$ cat src/rtl/control_responder_if.sv
// Command/status bundle between the control FSM (master) and the
// responder (slave): two command bits, start/length from the external
// source, and the request/status/count/abort lines back to the controller.
interface control_responder_if #(
    parameter int WIDTH = 4
);
    logic             inputB0;
    logic             inputB1;
    logic             inputStart;
    logic [WIDTH-1:0] inputLen;
    logic             outputI;
    logic             outputS;
    logic [WIDTH-1:0] outputCount;
    logic             outputAbort;

    modport master (
        output inputB0,
        output inputB1,
        output inputStart,
        output inputLen,
        input  outputI,
        input  outputS,
        input  outputCount,
        input  outputAbort
    );

    modport slave (
        input  inputB0,
        input  inputB1,
        input  inputStart,
        input  inputLen,
        output outputI,
        output outputS,
        output outputCount,
        output outputAbort
    );
endinterface

$ cat src/rtl/control_responder.sv
// Far end of the 2-bit command link: decodes {B1,B0} as HOLD/LOAD/RUN/CLEAR,
// runs a loadable down-counter and reports ARMED/DONE back to the
// controller. Every output comes straight from a flop (Moore style).
module control_responder #(
    parameter int WIDTH = 4
) (
    input  logic              inputClk,
    input  logic              inputReset,
    control_responder_if.slave bus
);

    typedef enum logic [1:0] {
        IDLE  = 2'd0,
        ARMED = 2'd1,
        RUN   = 2'd2,
        DONE  = 2'd3
    } state_t;

    localparam logic [1:0] CMD_HOLD  = 2'b00;
    localparam logic [1:0] CMD_LOAD  = 2'b01;
    localparam logic [1:0] CMD_RUN   = 2'b10;
    localparam logic [1:0] CMD_CLEAR = 2'b11;

    logic [1:0]       cmd;
    state_t           state_q, state_d;
    logic [WIDTH-1:0] len_q, len_d;
    logic [WIDTH-1:0] count_q, count_d;
    logic             abort_q, abort_d;
    logic             req_q;
    logic             stat_q;

    assign cmd = {bus.inputB1, bus.inputB0};

    // Next-state decode: command handling per state, counter load/decrement
    always_comb begin
        state_d = state_q;
        len_d   = len_q;
        count_d = count_q;
        abort_d = 1'b0;
        case (state_q)
            IDLE: begin
                // Commands are ignored here, so start beats a concurrent CLEAR.
                if (bus.inputStart) begin
                    len_d   = bus.inputLen;
                    state_d = ARMED;
                end
            end
            ARMED: begin
                case (cmd)
                    CMD_LOAD: begin
                        count_d = len_q;
                        state_d = (len_q == '0) ? DONE : RUN;
                    end
                    CMD_CLEAR: begin
                        count_d = '0;
                        abort_d = 1'b1;
                        state_d = IDLE;
                    end
                    CMD_HOLD, CMD_RUN: begin
                    end
                endcase
            end
            RUN: begin
                case (cmd)
                    CMD_HOLD: begin
                    end
                    CMD_LOAD: begin
                        count_d = len_q;
                        if (len_q == '0) state_d = DONE;
                    end
                    CMD_RUN: begin
                        // RUN is never entered with a zero count, so this
                        // decrement cannot wrap.
                        if (count_q == WIDTH'(1)) begin
                            count_d = '0;
                            state_d = DONE;
                        end else begin
                            count_d = count_q - WIDTH'(1);
                        end
                    end
                    CMD_CLEAR: begin
                        count_d = '0;
                        abort_d = 1'b1;
                        state_d = IDLE;
                    end
                endcase
            end
            DONE: begin
                count_d = '0;
                // CLEAR here is the normal acknowledge, not an abort.
                if (cmd == CMD_CLEAR) state_d = IDLE;
            end
            default: begin
                state_d = IDLE;
            end
        endcase
    end

    // State, datapath and registered outputs; reset dominates every input
    always_ff @(posedge inputClk) begin
        if (inputReset) begin
            state_q <= IDLE;
            len_q   <= '0;
            count_q <= '0;
            abort_q <= 1'b0;
            req_q   <= 1'b0;
            stat_q  <= 1'b0;
        end else begin
            state_q <= state_d;
            len_q   <= len_d;
            count_q <= count_d;
            abort_q <= abort_d;
            req_q   <= (state_d == ARMED);
            stat_q  <= (state_d == DONE);
        end
    end

    assign bus.outputI     = req_q;
    assign bus.outputS     = stat_q;
    assign bus.outputCount = count_q;
    assign bus.outputAbort = abort_q;

endmodule

$ cat src/flat_wrapper.sv
// flat-port wrapper written by rule: the top's interface ports become plain ports
module control_responder_flat 
#(
    parameter int WIDTH = 4
)
  (inputClk, inputReset, bus_inputB0, bus_inputB1, bus_inputStart, bus_inputLen, bus_outputI, bus_outputS, bus_outputCount, bus_outputAbort);
  control_responder_if #(.WIDTH(WIDTH)) bus_i ();
  input  logic inputClk;
  input  logic inputReset;
  input wire logic [$bits(bus_i.inputB0)-1:0] bus_inputB0;
  input wire logic [$bits(bus_i.inputB1)-1:0] bus_inputB1;
  input wire logic [$bits(bus_i.inputStart)-1:0] bus_inputStart;
  input wire logic [$bits(bus_i.inputLen)-1:0] bus_inputLen;
  output wire logic [$bits(bus_i.outputI)-1:0] bus_outputI;
  output wire logic [$bits(bus_i.outputS)-1:0] bus_outputS;
  output wire logic [$bits(bus_i.outputCount)-1:0] bus_outputCount;
  output wire logic [$bits(bus_i.outputAbort)-1:0] bus_outputAbort;
  assign bus_i.inputB0 = bus_inputB0;
  assign bus_i.inputB1 = bus_inputB1;
  assign bus_i.inputStart = bus_inputStart;
  assign bus_i.inputLen = bus_inputLen;
  assign bus_outputI = bus_i.outputI;
  assign bus_outputS = bus_i.outputS;
  assign bus_outputCount = bus_i.outputCount;
  assign bus_outputAbort = bus_i.outputAbort;
  control_responder #(.WIDTH(WIDTH)) u_core (.inputClk(inputClk), .inputReset(inputReset), .bus(bus_i));
endmodule
$ cat config.mk
export PLATFORM = sky130hd
export DESIGN_NAME = control_responder_flat
export DESIGN_NICKNAME = d
export VERILOG_FILES = /design/src/rtl/control_responder_if.sv /design/src/rtl/control_responder.sv /design/src/flat_wrapper.sv
export SDC_FILE = /design/constraint.sdc
export NUM_CORES = 1
export LEC_CHECK = 0
export ABC_CLOCK_PERIOD_IN_PS = 2510
export BUFFER_PORTS_ARGS = -buffer_cell sky130_fd_sc_hd__buf_4
export CAP_MARGIN = 10
export CORE_AREA = 3 3 51 53
export DETAILED_ROUTE_END_ITERATION = 10
export DIE_AREA = 0 0 54 56
export PLACE_DENSITY = 0.61
export RECOVER_POWER = 100
export SYNTH_ARGS = -nofsm -noshare
export SYNTH_HDL_FRONTEND = slang
export SYNTH_SLANG_ARGS = --single-unit
$ cat constraint.sdc
create_clock -name inputClk -period 2.51 [get_ports inputClk]
set_clock_uncertainty 0.1 [all_clocks]
set_input_delay 0.251 -clock inputClk [delete_from_list [all_inputs] [get_ports inputClk]]
set_output_delay 0.251 -clock inputClk [all_outputs]
set_load 0.1 [all_outputs]
==> metrics, run 1 <==
status=finished clean; Final Cycle Share=about four fifths; EDFF count, synth=0; hpwl dp=approximately 1300 microns; post-CTS setup buffer count=0; Tmin final=around 2 ns; Post-CTS Resized=0; FF-to-FF setup slack=~0.5 ns; Final ANT Viol Nets=0; CTS Sinks=13; Total Wirelength=between 1500 and 2000 microns; crit end category=register; Yosys top cell area share=about a third; # fillers=between 200 and 250; synth cell count leaders=13 x dfxtp_1, 10 x a21oi_1, 7 x ha_1, 7 x nor2_1, 6 x inv_1; Slew Viols, Final=0; total of max-cap violations=0; core area=around 0.0022 sq mm; CTS clk-pin slew, worst paths=about 0.09 ns; DRC Markers=0; PortBufs=15; Total Nets Final=123; diode count=0; cells after synthesis=89; worst skew pair latency=0.29 ns; initial core utilization=a little over a third; Worst-Margin Slew=about 1.2 ns; die footprint=a little over 0.003 sq mm; first-pass GRT wire length=between 2000 and 3000 microns; share of layout cells above drive strength 1=between 15 and 20%; Seq/Total Area, Yosys=33.8%; Layout area overhead=16.7%; fmax=between 0.5 and 0.6 GHz; count of final hold-check violations=0; # H-tree levels=1; CTS buffer count=3; Worst Path Arrival=2.09 ns; Hold Buf Count CTS=0; Hold/Removal Path Class=in -> reg; Clock Tree Buf Depth=2; CTS tree=done; vias=around 700; Final Core Density=roughly two fifths; Yosys cell types=31; Synth area leader=dfxtp_1; Die Y=around 56 microns; RSZ-0062 raised after global routing=false; Power Total=slightly below 700 uW; Max transition margin=22.0%; PwrDens=slightly below 800 mW/mm^2; DRT Pass-1 Iters=4; area of the multi-input gates=~470 sq um; Avg Cell Area, Syn=between 8 and 9 sq um; main area contributors after synthesis=dfxtp_1 34%, ha_1 11%, a21oi_1 6.5%, nor2_1 3.4%, a211oi_1 2.9%; Synth Cell Area=slightly below 800 sq um; most numerous cell in the Yosys netlist=dfxtp_1; hold_ws=0.124 ns; largest net degree at the start of global routing=13; final setup vio count=0; Seq cells post-synth=13; net count after synthesis=between 100 and 150; Top Ports=16; width of the chip=~54 microns; vias per cell=5.38; ys flop type=dfxtp_1; WS Path Type=reg -> reg; Tot GR Track Use=13.2%; post-synthesis async set-or-reset flop share=0%; Leakage=0.350 nW; worst-path maximum fanout=8; GRT overflow=0; placed cells=between 100 and 150; CP required=around 2.6 ns; initial antenna violation count=0; VDD IR max=approximately 0.33 mV; Finished Layout Cells=134; Reg area=260 sq um; Routed WL per cell=between 10 and 15 microns; clk root buf=clkbuf_4; number of global-route vias before repair=692; DRT iter0 DRCs=3; setup_tns=0 ns; GPL Wtd Cong=around 0.76; CP startpoint kind=register; Core Rows=17; warnings from Yosys=0
[kinds of logic after synthesis]
group / Yosys count / synth area share [%]
adder cells (fa/ha/maj): 7 / 11.4
AND/OR/NAND/NOR: 34 / 26.0
flip-flops: 13 / 33.8
XOR/XNOR: 1 / 1.14
AO/OA/AOI/OAI: 26 / 23.9
buffers and inverters: 8 / 3.90
[worst max-delay path, cell delays in order (launching register included)]
cell	delay, ns
dfxtp_1	0.40
inv_1	0.10
ha_1	0.29
nor2b_1	0.16
o21ai_0	0.48
a21oi_1	0.15
a211oi_1	0.23
[cell type report]
type	count	share of cell area, %
Sequential cell	13	28.9
Inverter	6	2.50
Timing Repair Buffer	15	9.60
Clock buffer	4	2.92
Tap cell	28	3.89
Multi-Input combinational cell	68	52.2
[layout by cell type, fill, tap and decap left out, drive strengths merged, types with 3 or more instances in the layout]
cell    instances
dfxtp          13
a21oi          10
a211oi          3
clkbuf         11
nor3            4
buf             8
nand3           4
inv             6
ha              7
nand2           5
nor2            7
nor2b           3
[path summary, 6_finish.rpt]
kind	from	end	cells after the start
max	u_core.state_q[0]	u_core.bus.outputCount[1]	6
min	bus_inputLen[1]	u_core.len_q[1]	3
max reg2reg	u_core.state_q[0]	u_core.bus.outputCount[1]	6
min reg2reg	u_core.len_q[1]	u_core.len_q[1]	2
[metal layers]
layer / wire length, microns / track usage (%) / up-vias
met3: 100 / 3.22 / 5
li1: - / - / 356
met1: 810 / 17.0 / 342
met4: 49 / 7.47 / 0
met5: 0 / 0 / -
met2: 801 / 19.6 / 18
[registers in the layout, indices dropped and copies added, names as in the netlist]
| register | flops |
|---|---|
| u_core.bus.outputCount | 4 |
| u_core.len_q | 4 |
| u_core.state_q | 2 |
| u_core.bus.outputAbort | 1 |
| u_core.bus.outputI | 1 |
| u_core.bus.outputS | 1 |
[metrics by stage]
stage	setup slack [ns]	instance area [sq um]
after floorplan	0.165	771
after detailed placement	0.565	911
after global placement	0.600	911
after CTS	0.525	937
final	0.515	900
after global routing	0.277	900
[report_power, final]
part / switching (mW) / total (mW) / leakage (nW) / internal (mW)
combinational: 0.219 / 0.304 / 0.228 / 0.0847
clock: 0.0735 / 0.135 / 0.0150 / 0.0618
sequential: 0.0239 / 0.256 / 0.106 / 0.232
No activity file was read; power rests on OpenSTA's default activity.
==> run 2, diff against run 1 <==
--- a/config.mk
+++ b/config.mk
@@ -5,7 +5,7 @@
 export SDC_FILE = /design/constraint.sdc
 export NUM_CORES = 1
 export LEC_CHECK = 0
-export ABC_CLOCK_PERIOD_IN_PS = 2510
+export ABC_CLOCK_PERIOD_IN_PS = 2000
 export BUFFER_PORTS_ARGS = -buffer_cell sky130_fd_sc_hd__buf_4
 export CAP_MARGIN = 10
 export CORE_AREA = 3 3 51 53
==> constraint.sdc (replaced) <==
create_clock -name inputClk -period 2 [get_ports inputClk]
set_clock_uncertainty 0.1 [all_clocks]
set_input_delay 0.2 -clock inputClk [delete_from_list [all_inputs] [get_ports inputClk]]
set_output_delay 0.2 -clock inputClk [all_outputs]
set_load 0.1 [all_outputs]
==> run 2 against run 1 <==
Effect of this change: clock-buffer cell count stayed put; first-iteration DRC count grew to 8.0 times the previous value; die area stayed put; largest cell class unchanged; highest routed layer is now met3.
==> metrics, run 2 (synthesis results as in run 1) <==
GPL Wtd Cong=~0.79; post-route cell area=~940 sq um; initial antenna violation count=0; die footprint=a little over 0.003 sq mm; crit end category=register; CP required=about 2.1 ns; Tmin final=about 1.9 ns; Total Nets Final=approximately 130; number of global-route vias before repair=about 670; GRT overflow=0; Die Y=56 microns; hpwl dp=between 1000 and 1500 microns; Hold/Removal Path Class=in -> reg; Power Total=between 800 and 900 uW; Top Ports=16; PortBufs=15; commonest non-fill, non-tap cells in the layout=11 x dfxtp_1, 10 x a21oi_1, 10 x buf_4; GRT Max-Usage Layer=met2; total of max-cap violations=0; count of final hold-check violations=0; Final ANT Viol Nets=0; met2 usage=approximately a fifth; RR Startpoint=u_core.state_q[0]; Clock Tree Buf Depth=2; Total Wirelength=~1700 microns; CP startpoint=u_core.state_q[0]; Leakage=between 0.3 and 0.4 nW; Layout area overhead=21.9%; hold_ws=~0.090 ns; WS Path Type=reg -> reg; post-CTS setup buffer count=0; met3 Usage GRT=3.49%; fmax=0.529 GHz; core area=roughly 0.0022 sq mm; worst-path maximum fanout=5; final setup vio count=0; Core Rows=17; first-pass GRT wire length=2890 microns; pre-CTS setup slack=about 0.08 ns; status=finished clean; VDD IR max=slightly below 0.5 mV; FF-to-FF setup slack=approximately 0.11 ns; vias=just over 700; most common cell after layout, fill and taps aside=dfxtp_1; RSZ-0062 raised after global routing=false; Final Cycle Share=94.6%; Worst Path Arrival=about 2 ns; DRT Pass-1 Iters=4; setup ws final=~0.11 ns; DRT iter0 DRCs=24; largest net degree at the start of global routing=13; clk root buf=clkbuf_4; CTS buffer count=3; CTS clk-pin slew, worst paths=~0.080 ns; worst skew pair latency=approximately 0.27 ns; DRC Markers=0; CP endpoint=u_core.bus.outputI; CTS Sinks=13; M1 GR Usage=~17%; Post-CTS Resized=0; vias per cell=~5.3; CTS tree=done; Worst R2R Path Depth=6; Slew Viols, Final=0; Max transition margin=63.8%; diode count=0; setup_tns=0 ns; PwrDens=roughly 940 mW/mm^2; share of layout cells above drive strength 1=around 28%; Routed WL per cell=12.4 microns; Hold Buf Count CTS=0; Tot GR Track Use=approximately an eighth; CP startpoint kind=register; initial core utilization=between 30% and 40%; width of the chip=roughly 54 microns; end of the worst register-to-register path=u_core.bus.outputI; DP Area=around 930 sq um; # fillers=between 200 and 250; Worst-Margin Slew=between 0.5 and 0.6 ns; # H-tree levels=1
[run 2: cell count changes in the layout (fill, tap and decap cells not counted), sizes merged]
cell / delta
buf: +2
[run 2: worst min-delay path by stage]
stage	slack [ns]	cells past startpoint	endpoint	start
floorplan	0.25	2	u_core.len_q[0]	bus_inputLen[0]
global placement	0.37	2	u_core.len_q[2]	inputReset
detailed placement	0.37	2	u_core.len_q[2]	inputReset
CTS	0.07	2	u_core.len_q[2]	inputReset
global route	0.09	3	u_core.len_q[3]	bus_inputLen[3]
finish	0.09	3	u_core.len_q[0]	bus_inputLen[0]
[run 2: report_power, final]
part	internal [mW]	leakage, nW	switching, mW
clock network	0.0771	0.0150	0.0838
logic	0.124	0.264	0.279
registers	0.293	0.107	0.0299
[run 2: cell type report]
type	instances	area [sq um]	share of cell area (%)
clock buffer	4	26.3	2.80
inverter	6	22.5	2.40
multi-input combinational	68	483	51.4
timing repair buffer	17	110	11.7
sequential	13	263	28.0
tap	28	35.0	3.73
[run 2: per-stage QoR]
step                std cells  utilization, %
CTS                       136            43.6
floorplan                  89               -
finish                    136            42.9
global route              136            42.9
detailed placement        132            42.4
global placement          132            42.4
[run 2: critical path: stages, from the launching register on]
cell	delay, ns
dfxtp_1	0.41
inv_1	0.10
ha_1	0.22
or3b_2	0.44
o32ai_1	0.22
a21oi_1	0.11
nor3b_2	0.17
[run 2: per-layer routing]
layer / share of wire, % / vias to the layer above
li1: - / 360
met1: 48 / 337
met2: 46 / 21
met3: 6.2 / 0
met4: 0 / 0
met5: 0 / -
==> run 3, diff against run 2 <==
--- a/config.mk
+++ b/config.mk
@@ -5,7 +5,7 @@
 export SDC_FILE = /design/constraint.sdc
 export NUM_CORES = 1
 export LEC_CHECK = 0
-export ABC_CLOCK_PERIOD_IN_PS = 2000
+export ABC_CLOCK_PERIOD_IN_PS = 1900
 export BUFFER_PORTS_ARGS = -buffer_cell sky130_fd_sc_hd__buf_4
 export CAP_MARGIN = 10
 export CORE_AREA = 3 3 51 53
==> constraint.sdc (replaced) <==
create_clock -name inputClk -period 1.9 [get_ports inputClk]
set_clock_uncertainty 0.1 [all_clocks]
set_input_delay 0.19 -clock inputClk [delete_from_list [all_inputs] [get_ports inputClk]]
set_output_delay 0.19 -clock inputClk [all_outputs]
set_load 0.1 [all_outputs]
==> run 3 against run 2 <==
Effect of this change: fmax increased by 3.7%; critical endpoint unchanged; wire length increased by 1.7%; via count rose by 0.42%.
==> metrics, run 3 (synthesis results as in run 1) <==
status=finished clean; vias per cell=approximately 5.2; fmax=0.548 GHz; Routed WL per cell=between 10 and 15 microns; clk root buf=clkbuf_4; Post-CTS Resized=0; Top Ports=16; largest net degree at the start of global routing=13; initial core utilization=35.2%; width of the chip=approximately 54 microns; Leakage=0.394 nW; Worst-Margin Slew=0.544 ns; setup_tns=0 ns; worst skew pair latency=about 0.27 ns; Total Nets Final=around 130; post-CTS setup buffer count=0; CP startpoint kind=register; Final ANT Viol Nets=0; CTS Sinks=13; Die Y=approximately 56 microns; Worst R2R Path Depth=6; Hold/Removal Path Class=in -> reg; commonest non-fill, non-tap cells in the layout=11 x buf_4, 9 x a21oi_1, 9 x dfxtp_1; GRT overflow=0; total of max-cap violations=0; die footprint=0.00302 sq mm; GPL Wtd Cong=~0.83; WS Path Type=reg -> reg; Slew Viols, Final=0; CTS tree=done; initial antenna violation count=0; share of layout cells above drive strength 1=a little under a third; # H-tree levels=1; # fillers=roughly 230; number of global-route vias before repair=between 600 and 700; Layout area overhead=26.6%; Core Rows=17; count of final hold-check violations=0; CP required=1.96 ns; Max transition margin=~64%; pre-CTS setup slack=roughly 0.05 ns; placed cells=approximately 130; core area=between 0.002 and 0.0025 sq mm; Hold Buf Count CTS=0; PwrDens=968 mW/mm^2; worst-path maximum fanout=4; DRC Markers=0; CTS buffer count=3; vias=roughly 720; Worst Path Arrival=between 1.5 and 2 ns; VDD IR max=about 0.55 mV; CTS clk-pin slew, worst paths=approximately 0.080 ns; DRT Pass-1 Iters=4; Clock Tree Buf Depth=2; diode count=0; DRT iter0 DRCs=32; Finished Layout Cells=~140; first-pass GRT wire length=between 2000 and 3000 microns; Final Core Density=44.5%; Tot GR Track Use=12.5%; most common cell after layout, fill and taps aside=buf_4; Tmin final=~1.8 ns; setup ws final=approximately 0.076 ns; RSZ-0062 raised after global routing=false; hpwl dp=1330 microns; WHS Path Cells=2; crit end category=register; final setup vio count=0; PortBufs=15; Total Wirelength=around 1700 microns; Final Cycle Share=between 90% and 100%
[run 3: path summary, 6_finish.rpt]
| kind | start | to | slack [ns] |
|---|---|---|---|
| hold reg to reg | u_core.len_q[1] | u_core.len_q[1] | 0.38 |
| hold / removal | inputReset | u_core.state_q[1] | 0.07 |
| setup reg to reg | u_core.state_q[1] | u_core.bus.outputI | 0.08 |
| setup / recovery | u_core.state_q[1] | u_core.bus.outputI | 0.08 |
[run 3: cell type report]
| cell class | instances | area (sq um) | area share, % |
|---|---|---|---|
| multi-input cells | 68 | 503 | 51.5 |
| flip-flops and latches | 13 | 268 | 27.4 |
| repair buffers | 19 | 121 | 12.4 |
| well taps | 28 | 35.0 | 3.59 |
| inverters | 6 | 22.5 | 2.31 |
| clock buffers | 4 | 26.3 | 2.69 |
[run 3: metrics by stage]
stage	power (mW)	hold WS (ns)	instance area (sq um)
floorplan	0.681	0.237	778
global placement	0.787	0.355	948
detailed placement	0.791	0.355	948
CTS	0.964	0.0699	975
global route	1.01	0.0676	976
finish	0.945	0.0698	976
[run 3: worst max-delay path, cell delays in order, from the launching register on]
cell and delay (ns):
dfxtp_2 0.38, inv_1 0.10, ha_1 0.21, or3b_2 0.45, o32ai_2 0.24, a21oi_2 0.08, nor3b_2 0.16
[run 3: power by group]
group / switching, mW / internal [mW]
Clock: 0.0854 / 0.0811
Combinational: 0.304 / 0.139
Sequential: 0.0270 / 0.309
[run 3: routing by layer]
layer | share of wire, % | up-vias | routed length [microns] | track usage, %
met5 | 0 | - | 0 | 0
li1 | - | 368 | - | -
met4 | 0.75 | 0 | 13 | 4.63
met1 | 47 | 332 | 813 | 17.1
met2 | 47 | 19 | 803 | 18.3
met3 | 5.3 | 2 | 92 | 3.22
